$ cat config.mk
export PLATFORM = sky130hd
export DESIGN_NAME = if_fetch_stage
export DESIGN_NICKNAME = d
export VERILOG_FILES = /design/src/rtl/if_fetch_stage.sv
export SDC_FILE = /design/constraint.sdc
export NUM_CORES = 1
export LEC_CHECK = 0
export BUFFER_PORTS_ARGS = -buffer_cell sky130_fd_sc_hd__buf_2
export CAP_MARGIN = 10
export CORE_ASPECT_RATIO = 1.5
export CORE_MARGIN = 2
export CORE_UTILIZATION = 25
export DETAILED_ROUTE_END_ITERATION = 12
export GPL_TIMING_DRIVEN = 0
export HOLD_SLACK_MARGIN = 0.1
export PLACE_DENSITY = 0.44
export SYNTH_ARGS = -nofsm -noshare
export SYNTH_HDL_FRONTEND = slang
export SYNTH_SLANG_ARGS = --single-unit
export TNS_END_PERCENT = 10
$ cat constraint.sdc
create_clock -name clk -period 4.4 [get_ports clk]
set_clock_uncertainty 0.1 [all_clocks]
set_input_delay 0.66 -clock clk [delete_from_list [all_inputs] [get_ports clk]]
set_output_delay 0.66 -clock clk [all_outputs]
set_load 0.03 [all_outputs]
$ cat src/rtl/if_fetch_stage.sv
// -----------------------------------------------------------------------------
// if_fetch_stage
//
// Instruction fetch stage: producer end of the fetch-to-decode interface.
// Owns the PC, issues single-outstanding reads to instruction memory and
// presents {if_pc, if_instruction} with if_valid to decode. Honours the decode
// stall and squashes in-flight responses across branch/jump redirects.
//
// Optional build macro: IF_PERF_CNT_EN adds perf_fetch_cnt (transfers to
// decode) and perf_imem_wait_cnt (cycles waiting on memory).
//
// Ports:
//   clk                 clock
//   rst                 synchronous active-high reset
//   stall_i             decode cannot accept this cycle
//   redirect            control-flow change from a later stage
//   redirect_pc[31:0]   target PC when redirect=1
//   imem_address[31:0]  instruction memory address
//   imem_read           read request
//   imem_resp           read data valid; completes the request
//   imem_rdata[31:0]    instruction word
//   if_valid            if_pc/if_instruction hold a live instruction
//   if_pc[31:0]         PC of presented instruction
//   if_instruction[31:0] presented instruction word
//   perf_fetch_cnt[31:0], perf_imem_wait_cnt[31:0]   (IF_PERF_CNT_EN only)
// -----------------------------------------------------------------------------
module if_fetch_stage #(
   parameter logic [31:0] RESET_PC = 32'h0000_0060
) (
   input  logic        clk,
   input  logic        rst,
   input  logic        stall_i,
   input  logic        redirect,
   input  logic [31:0] redirect_pc,
   output logic [31:0] imem_address,
   output logic        imem_read,
   input  logic        imem_resp,
   input  logic [31:0] imem_rdata,
   output logic        if_valid,
   output logic [31:0] if_pc,
   output logic [31:0] if_instruction
`ifdef IF_PERF_CNT_EN
   ,
   output logic [31:0] perf_fetch_cnt,
   output logic [31:0] perf_imem_wait_cnt
`endif
);

   // FETCH: request at pc in flight, nothing presented.
   // VALID: buffer presented; next request at pc overlaps with the transfer.
   // KILL : an orphaned request at req_addr must finish before pc is fetched.
   typedef enum logic [1:0] {
      S_FETCH = 2'd0,
      S_VALID = 2'd1,
      S_KILL  = 2'd2
   } state_t;

   state_t      r_state;
   logic [31:0] r_pc;
   logic [31:0] r_req_addr;
   logic [31:0] r_if_pc;
   logic [31:0] r_if_instr;

   state_t      w_state_nxt;
   logic [31:0] w_pc_nxt;
   logic [31:0] w_req_addr_nxt;
   logic        w_load;

   // NOTE: every signal driven here gets a default first so no path leaves it
   // unassigned; a missing default would infer a latch.
   always_comb begin
      w_state_nxt    = r_state;
      w_pc_nxt       = r_pc;
      w_req_addr_nxt = r_req_addr;
      w_load         = 1'b0;
      case (r_state)
         S_FETCH: begin
            if (imem_resp) begin
               if (redirect) begin
                  // Response belongs to the old path: drop it, restart at target.
                  w_pc_nxt = redirect_pc;
               end else begin
                  w_load      = 1'b1;
                  w_pc_nxt    = r_pc + 32'd4;
                  w_state_nxt = S_VALID;
               end
            end else if (redirect) begin
               // Memory still owes us this request; remember where it went.
               w_req_addr_nxt = r_pc;
               w_pc_nxt       = redirect_pc;
               w_state_nxt    = S_KILL;
            end
         end
         S_VALID: begin
            if (redirect) begin
               w_pc_nxt    = redirect_pc;
               w_state_nxt = S_FETCH;
            end else if (!stall_i) begin
               if (imem_resp) begin
                  w_load   = 1'b1;
                  w_pc_nxt = r_pc + 32'd4;
               end else begin
                  w_state_nxt = S_FETCH;
               end
            end
         end
         S_KILL: begin
            if (redirect) begin
               w_pc_nxt = redirect_pc;
            end
            if (imem_resp) begin
               w_state_nxt = S_FETCH;
            end
         end
         default: begin
            w_state_nxt = S_FETCH;
         end
      endcase
   end

   // Memory-side outputs. While VALID and stalled (or redirected) no new
   // request is issued, so the address is free to follow pc.
   always_comb begin
      imem_read    = 1'b0;
      imem_address = (r_state == S_KILL) ? r_req_addr : r_pc;
      if (!rst) begin
         case (r_state)
            S_FETCH: imem_read = 1'b1;
            S_KILL:  imem_read = 1'b1;
            S_VALID: imem_read = !stall_i && !redirect;
            default: imem_read = 1'b0;
         endcase
      end
   end

   // NOTE: state lives in always_ff with non-blocking assignments so every
   // register samples pre-edge values regardless of statement order.
   // NOTE: the presentation buffer is reset too, since if_pc/if_instruction
   // are visible outputs with defined reset values.
   always_ff @(posedge clk) begin
      if (rst) begin
         r_state    <= S_FETCH;
         r_pc       <= RESET_PC;
         r_req_addr <= 32'd0;
         r_if_pc    <= 32'd0;
         r_if_instr <= 32'd0;
      end else begin
         r_state    <= w_state_nxt;
         r_pc       <= w_pc_nxt;
         r_req_addr <= w_req_addr_nxt;
         if (w_load) begin
            r_if_pc    <= r_pc;
            r_if_instr <= imem_rdata;
         end
      end
   end

   assign if_valid       = (r_state == S_VALID);
   assign if_pc          = r_if_pc;
   assign if_instruction = r_if_instr;

`ifdef IF_PERF_CNT_EN
   logic [31:0] r_fetch_cnt;
   logic [31:0] r_wait_cnt;

   always_ff @(posedge clk) begin
      if (rst) begin
         r_fetch_cnt <= 32'd0;
         r_wait_cnt  <= 32'd0;
      end else begin
         if (if_valid && !stall_i) begin
            r_fetch_cnt <= r_fetch_cnt + 32'd1;
         end
         if (imem_read && !imem_resp) begin
            r_wait_cnt <= r_wait_cnt + 32'd1;
         end
      end
   end

   assign perf_fetch_cnt     = r_fetch_cnt;
   assign perf_imem_wait_cnt = r_wait_cnt;
`endif

endmodule

==> impl_metrics.toml, run 1 <==
[floorplan]
die-height_um = 198
die_w_um = 133
fp.coreArea_um2 = 24400
fp-row-count = 70
ios = 167
dieArea_um2 = 26300
start_util_pct = 25.5

[drt]
vias = 6377
met1Wirelength_um = 9850
wl_met3_um = 1150
first_pass_iters = 5
drc = 0
wire_per_inst_um = 18.7
drt_wl_total_um = 24500
wl_met2_um = 12600
ant_nets = 0
detail_route.vias_per_cell = 4.86
highest_layer = "met4"
drtIter0Drc = 360

[critical_path]
start_kind = "flip-flop"
required_ps = 3640
end_kind = "output pin"
crit_arrival_ps = 2940
reg2reg_slack_ps = 1220
path_max_fanout = 10
crit_type = "reg -> out"

[cells_and_area]
drive_above_1_share_pct = 26.9
diodes = 0
fin_area_um2 = 8080
multi_input_area_um2 = 3280
seq_area_um2 = 2600
syn_to_final_growth_pct = 29.5
fill_cells = 2681
final_nets = 1050

[run_status]
status = "finished, final reports clean"

[timing]
tns_ps = 0
grt_setup_unrepaired = "false"
worst_pin_slew_ps = 1100
slew_violations = 0
fmax_ghz = 0.271
slew_headroom_pct = 26.4
hold_violations = 0
setup_viol = 0
finalCriticalPeriod_ps = 3700
fin_crit_sh_pct = 84.0

[logic_synthesis]
synthesis.nets = 866
avgSynthCellArea_um2 = 7.88
ys_warn_count = 0
synth-edff-count = 0
ys_async_sr_fraction_pct = 0
ys_types = 72
yosys_register_bits = 130
ys_seq_area_share_pct = 41.7
ys.flop_type = "dfxtp_1"
syn_area_um2 = 6240
postSynthCellCount = 792

[power]
total_leakage_power_nw = 3.30
total_power_w = 0.00340
power_density_nw_per_um2 = 421
switching_share_pct = 30.4
pwr-share-clk_pct = 43.7
p_seq_share_pct = 37.6
netSwitchingPower_w = 0.00104
p_int_w = 0.00237
p_comb_share_pct = 18.7
vdd_drop_max_uv = 280

[global_routing]
grt_use_total_pct = 18.6
grt_pass1_wl_um = 36600
overflow = 0
grt_pass1_vias = 6163
antenna_found_initial = 0
grt_max_degree = 17

[clock_tree]
clockBufferDepth = 2
cts_resized = 0
tritoncts = "yes"
hold_buffers = 0
clkTransAtPathRegs_ps = 60
cts_htree_levels = 4
cts_root_buf = "clkbuf_16"
numCtsBuffers = 17
clock_latency_ps = 430
post_cts_buffers = 0
clock_sinks = 130

[job]
drv_cap = 0

[placed_design]
place.gp.congestion = 0.827
hpwl_um = 18200
numPortBuffers = 165
post_dp_cell_area_um2 = 7470

[min_path]
hold_class = "reg -> reg"
==> cell type report <==
type                       instances  area share, %
buffer                            71           4.12
multi-input combinational        583           40.5
timing repair buffer             165           10.2
sequential                       130           32.2
clock buffer                      20           5.65
inverter                           8          0.372
tap                              324           5.02
clock inverter                    11           1.90
==> critical path, cell delays in order (launching register included) <==
cell      delay [ps]
dfxtp_1          350
inv_1            100
ha_1             180
clkbuf_1         580
clkbuf_1         690
mux2_2           420
buf_2            180
==> metrics by stage <==
stage	std cells	setup slack (ps)	util [%]	hold slack, ps
after floorplan	792	1680	-	333
after global placement	1281	1080	30.6	339
after detailed placement	1281	1080	30.6	344
after CTS	1312	599	33.1	346
after global routing	1312	428	33.1	349
final	1312	704	33.1	348
==> flip-flops by register name, indices dropped and copies added (netlist names) <==
signal          count
r_state             2
r_pc               32
r_req_addr         32
if_instruction     32
if_pc              32
==> metal layers <==
layer | track usage, % | vias to the layer above
li1 | - | 3149
met1 | 21.1 | 3008
met2 | 33.3 | 180
met5 | 0 | -
met3 | 3.57 | 40
met4 | 8.84 | 0
==> final timing paths <==
check | depth (start not counted) | endpoint | from
worst min-delay path | 2 | if_instruction[31]$_SDFFE_PP0P_ | if_instruction[31]$_SDFFE_PP0P_
worst max register to register | 8 | r_pc[18]$_SDFFE_PP0P_ | r_state[0]$_SDFFE_PP0P_
worst min register to register | 2 | if_instruction[31]$_SDFFE_PP0P_ | if_instruction[31]$_SDFFE_PP0P_
worst max-delay path | 6 | imem_address[26] | r_state[0]$_SDFFE_PP0P_
==> Yosys cell counts, types with 3 or more instances <==
cell	instances	area [µm²]
nand2_1	212	796
a21o_1	5	37.5
and3_1	5	31.3
buf_4	3	22.5
mux2i_1	4	40.0
a22oi_1	8	60.1
or2_2	4	25.0
buf_2	12	60.1
a2111oi_0	3	26.3
a221o_1	3	30.0
o21ai_0	22	110
nand2b_1	3	18.8
o211ai_1	4	30.0
nor4_1	4	25.0
o221ai_1	3	26.3
buf_6	5	56.3
and4_1	4	35.0
ha_1	5	62.6
dfxtp_1	130	2600
nor2_1	37	139
nand4_1	14	87.6
nand3_1	9	45.0
a211oi_1	10	75.1
o22ai_1	3	18.8
inv_1	8	30.0
nor3_1	11	55.1
buf_1	6	22.5
a21oi_1	120	601
clkbuf_1	43	161
a221oi_1	6	52.6
mux2_2	31	349
==> cell families (layout without fill, tap and decap cells) <==
| kind of cell | after synthesis | after routing | synth area share, % |
|---|---|---|---|
| simple gates | 323 | 323 | 23.3 |
| compound gates | 219 | 219 | 21.8 |
| flops | 130 | 130 | 41.7 |
| buf+inv | 79 | 275 | 5.81 |
| mux | 35 | 35 | 6.23 |
| fa+ha+maj | 5 | 5 | 1.00 |
| xor+xnor | 1 | 1 | 0.140 |
==> cell usage in the layout, fill, tap and decap left out, types with 3 or more instances in the layout <==
master     instances
nand2_1          212
buf_2            177
dfxtp_1          130
a21oi_1          120
clkbuf_1          44
nor2_1            37
mux2_2            31
o21ai_0           22
clkbuf_16         17
nand4_1           14
nor3_1            11
a211oi_1          10
nand3_1            9
inv_1              8
a22oi_1            8
buf_1              6
a221oi_1           6
buf_6              5
and3_1             5
a21o_1             5
ha_1               5
or2_2              4
mux2i_1            4
and4_1             4
nor4_1             4
o211ai_1           4
buf_4              3
nand2b_1           3
a221o_1            3
a2111oi_0          3
o221ai_1           3
o22ai_1            3
clkinv_4           3
bufinv_16          3
==> power groups by stage <==
stage	Sequential [W]	Clock [W]	Combinational (W)
after floorplan	0.00134	0	0.000374
after global placement	0.00131	0	0.000643
after detailed placement	0.00131	0	0.000641
after CTS	0.00128	0.00152	0.000642
after global routing	0.00129	0.00156	0.000692
final	0.00128	0.00149	0.000635
No activity file was read; power rests on OpenSTA's default activity.
==> inputs of run 2 (changes only) <==
Clock period 4.4 ns to 3.5 ns, I/O delays scaled along.
==> impl_metrics.toml, run 2 (same netlist as run 1, synthesis figures left out) <==
[timing]
tns_ps = 0
finalCriticalPeriod_ps = 3170
fin_crit_sh_pct = 90.4
setup_viol = 0
grt_setup_unrepaired = "false"
slew_violations = 0
slew_headroom_pct = 25.6
hold_violations = 0
worst_pin_slew_ps = 1110
fmax_ghz = 0.316
timing.final.ws_setup_ps = 334
hold_slack_ps = 230

[drt]
ant_nets = 0
drtIter0Drc = 347
detail_route.vias_per_cell = 4.88
drc = 0
wire_per_inst_um = 18.7
vias = 6405
first_pass_iters = 5
drt_wl_total_um = 24500

[power]
vdd_drop_max_uv = 351
p_comb_share_pct = 18.7
p_seq_share_pct = 37.6
switching_share_pct = 30.4
pwr-share-clk_pct = 43.7
total_leakage_power_nw = 3.31
power_density_nw_per_um2 = 529
netSwitchingPower_w = 0.00130
p_int_w = 0.00298

[placed_design]
hpwl_um = 18200
place_ws_ps = 317
place.gp.congestion = 0.827
numPortBuffers = 165
place_inst = 1281

[clock_tree]
cts_root_buf = "clkbuf_16"
tritoncts = "yes"
numCtsBuffers = 17
clock_sinks = 130
clkTransAtPathRegs_ps = 60
hold_buffers = 0
clock_latency_ps = 430
clockBufferDepth = 2
cts_htree_levels = 4

[cells_and_area]
diodes = 0
fin_cells = 1312
multi_input_area_um2 = 3280
syn_to_final_growth_pct = 29.6
final_nets = 1050
final_cell_mix = "nand2_1, buf_2, dfxtp_1"
drive_above_1_share_pct = 27.3
seq_area_um2 = 2600
fill_cells = 2682
final_common_cell = "nand2_1"

[floorplan]
fp.coreArea_um2 = 24400
die_w_um = 133
dieArea_um2 = 26300
start_util_pct = 25.5
fp-row-count = 70
ios = 167
die-height_um = 198

[global_routing]
grt_pass1_vias = 6163
grt_use_total_pct = 18.6
grt_pass1_wl_um = 36600
overflow = 0
grt_max_degree = 17
antenna_found_initial = 0

[critical_path]
start_kind = "flip-flop"
reg2reg_slack_ps = 330
path_max_fanout = 10
crit_type = "reg -> reg"
crit_arrival_ps = 3360
end_kind = "flip-flop"
required_ps = 3700

[min_path]
hold_class = "in -> reg"

[run_status]
status = "finished, final reports clean"

[job]
drv_cap = 0
run 2: stage by stage:
step	util, %	cell area [µm²]	power (W)
after floorplan	-	6240	0.00215
after global routing	33.1	8090	0.00446
after global placement	30.6	7470	0.00245
after detailed placement	30.6	7470	0.00245
final	33.1	8090	0.00428
after CTS	33.1	8090	0.00432
run 2: layer usage:
layer	up-vias	GRT usage (%)	wire length (µm)
met5	-	0	0
met2	191	33.3	12600
met4	0	8.84	845
met3	33	3.57	1190
li1	3149	-	-
met1	3032	21.1	9820
run 2: power by group through the flow:
stage	sequential, W	clock (W)	combinational (W)
after CTS	0.00161	0.00191	0.000808
final	0.00161	0.00187	0.000800
after global routing	0.00162	0.00197	0.000870
after floorplan	0.00168	0	0.000470
after detailed placement	0.00164	0	0.000806
after global placement	0.00164	0	0.000808
run 2: cell type report:
cell class	instances	area share (%)
flip-flops and latches	130	32.2
repair buffers	165	10.2
plain buffers	71	4.18
inverters	8	0.371
well taps	324	5.01
clock buffers	20	5.65
multi-input cells	583	40.5
clock inverters	11	1.90
run 2: what timing repair did:
action / 4_1_cts / 5_1_grt
gates resized for setup: 3 / 2
buffers inserted: 0 / 0
endpoints found under the setup margin: 28 / 6
gates cloned: 0 / 0
run 2: path summary, 6_finish.rpt:
check	depth (start not counted)	endpoint	startpoint
setup reg to reg	8	r_pc[18]$_SDFFE_PP0P_	r_state[0]$_SDFFE_PP0P_
hold reg to reg	2	if_instruction[31]$_SDFFE_PP0P_	if_instruction[31]$_SDFFE_PP0P_
hold / removal	3	if_instruction[17]$_SDFFE_PP0P_	imem_rdata[17]
setup / recovery	8	r_pc[18]$_SDFFE_PP0P_	r_state[0]$_SDFFE_PP0P_
run 2: worst max-delay path, cell delays in order (launching register included):
cell       delay, ps
dfxtp_1          410
inv_1             90
ha_1             360
mux2i_1          770
or2_2            290
clkbuf_1         540
o21ai_0          190
a2bb2oi_1        220
nor2_1            50
==> inputs of run 3 (changes only) <==
Clock period 3.5 ns to 2.97 ns, I/O delays scaled along.
==> impl_metrics.toml, run 3 (same netlist as run 1, synthesis figures left out) <==
[run_status]
status = "finished, final reports clean"

[cells_and_area]
final_nets = 1050
final_util_pct = 33.2
fin_cells = 1312
final_common_cell = "nand2_1"
diodes = 0
final_cell_mix = "nand2_1, buf_2, dfxtp_1"
fin_area_um2 = 8110
drive_above_1_share_pct = 27.7
syn_to_final_growth_pct = 30.0

[timing]
slew_violations = 0
fin_crit_sh_pct = 97.4
hold_violations = 0
fmax_ghz = 0.346
setup_viol = 0
finalCriticalPeriod_ps = 2890
slew_headroom_pct = 26.8
worst_pin_slew_ps = 1090
timing.final.ws_setup_ps = 77.6
grt_setup_unrepaired = "true"

[clock_tree]
clkTransAtPathRegs_ps = 60
cts_root_buf = "clkbuf_16"
clockBufferDepth = 2
clock_latency_ps = 440
hold_buffers = 0
numCtsBuffers = 17
clock_sinks = 130
cts_htree_levels = 4
tritoncts = "yes"

[power]
p_seq_share_pct = 37.5
power_density_nw_per_um2 = 623
total_leakage_power_nw = 3.32
switching_share_pct = 30.5
p_comb_share_pct = 18.8
netSwitchingPower_w = 0.00154
p_int_w = 0.00351
vdd_drop_max_uv = 419
pwr-share-clk_pct = 43.6

[placed_design]
place_ws_ps = -180
numPortBuffers = 165
place_inst = 1281
post_dp_cell_area_um2 = 7470
place.gp.congestion = 0.827
hpwl_um = 18200

[floorplan]
ios = 167
dieArea_um2 = 26300
die_w_um = 133
fp.coreArea_um2 = 24400
die-height_um = 198
start_util_pct = 25.5
fp-row-count = 70

[global_routing]
top_usage_layer = "met2"
grt_util_met2_pct = 33.3
grt_max_degree = 17
use_met1_pct = 21.1
grt_pass1_vias = 6193
antenna_found_initial = 0
grt_use_total_pct = 18.6
grt_pass1_wl_um = 36600
overflow = 0
grtUsageMet3_pct = 3.57

[drt]
ant_nets = 0
drtIter0Drc = 374
detail_route.vias_per_cell = 4.87
first_pass_iters = 4
drt_wl_total_um = 24600
vias = 6389
drc = 0
wire_per_inst_um = 18.7

[critical_path]
crit_arrival_ps = 2350
crit_type = "in -> out"
start_kind = "input port"
required_ps = 2420
path_max_fanout = 10
end_kind = "output pin"

[min_path]
hold_class = "in -> reg"

[job]
drv_cap = 0
## run 3: timing repair
item,4_1_cts,5_1_grt
pin swaps,0,0
gates resized for setup,8,9
setup buffers,0,0
setup endpoints to repair,39,38
## run 3: critical path, stage by stage
cell      delay [ps]
clkbuf_1         270
clkbuf_1         540
clkbuf_1         710
nor3_1           140
buf_2            220
## run 3: final timing paths
kind / start / endpoint / slack (ps) / depth (start not counted)
max: rst / imem_read / 80 / 5
min: imem_rdata[17] / if_instruction[17]$_SDFFE_PP0P_ / 150 / 3
max reg2reg: r_state[1]$_SDFFE_PP0P_ / r_pc[18]$_SDFFE_PP0P_ / 140 / 9
min reg2reg: if_instruction[31]$_SDFFE_PP0P_ / if_instruction[31]$_SDFFE_PP0P_ / 350 / 2
## run 3: per-stage QoR
| stage | hold WS [ps] | power (W) | setup TNS [ps] |
|---|---|---|---|
| 2_1_floorplan | 333 | 0.00254 | 0 |
| 3_3_place_gp | 339 | 0.00289 | -2230 |
| 3_5_place_dp | 344 | 0.00288 | -1810 |
| 4_1_cts | 131 | 0.00510 | 0 |
| 5_1_grt | 134 | 0.00526 | -16.1 |
| 6_report | 149 | 0.00505 | 0 |
## run 3: cell type report
cell class	instances	area, µm²
clock buffers	20	457
inverters	8	30.0
clock inverters	11	154
flip-flops and latches	130	2600
multi-input cells	583	3290
well taps	324	405
repair buffers	165	826
fillers	2680	16300
plain buffers	71	349
## run 3: power groups by stage
| stage | Sequential, W | Clock (W) | Combinational (W) |
|---|---|---|---|
| 2_1_floorplan | 0.00198 | 0 | 0.000553 |
| 3_3_place_gp | 0.00193 | 0 | 0.000952 |
| 3_5_place_dp | 0.00193 | 0 | 0.000949 |
| 4_1_cts | 0.00190 | 0.00225 | 0.000955 |
| 5_1_grt | 0.00191 | 0.00232 | 0.00103 |
| 6_report | 0.00190 | 0.00220 | 0.000952 |
## run 3: per-layer routing
| metal | part of all wire [%] | routed length, µm |
|---|---|---|
| met5 | 0 | 0 |
| met4 | 3.7 | 918 |
| met3 | 5.0 | 1240 |
| met2 | 51 | 12600 |
| met1 | 40 | 9800 |
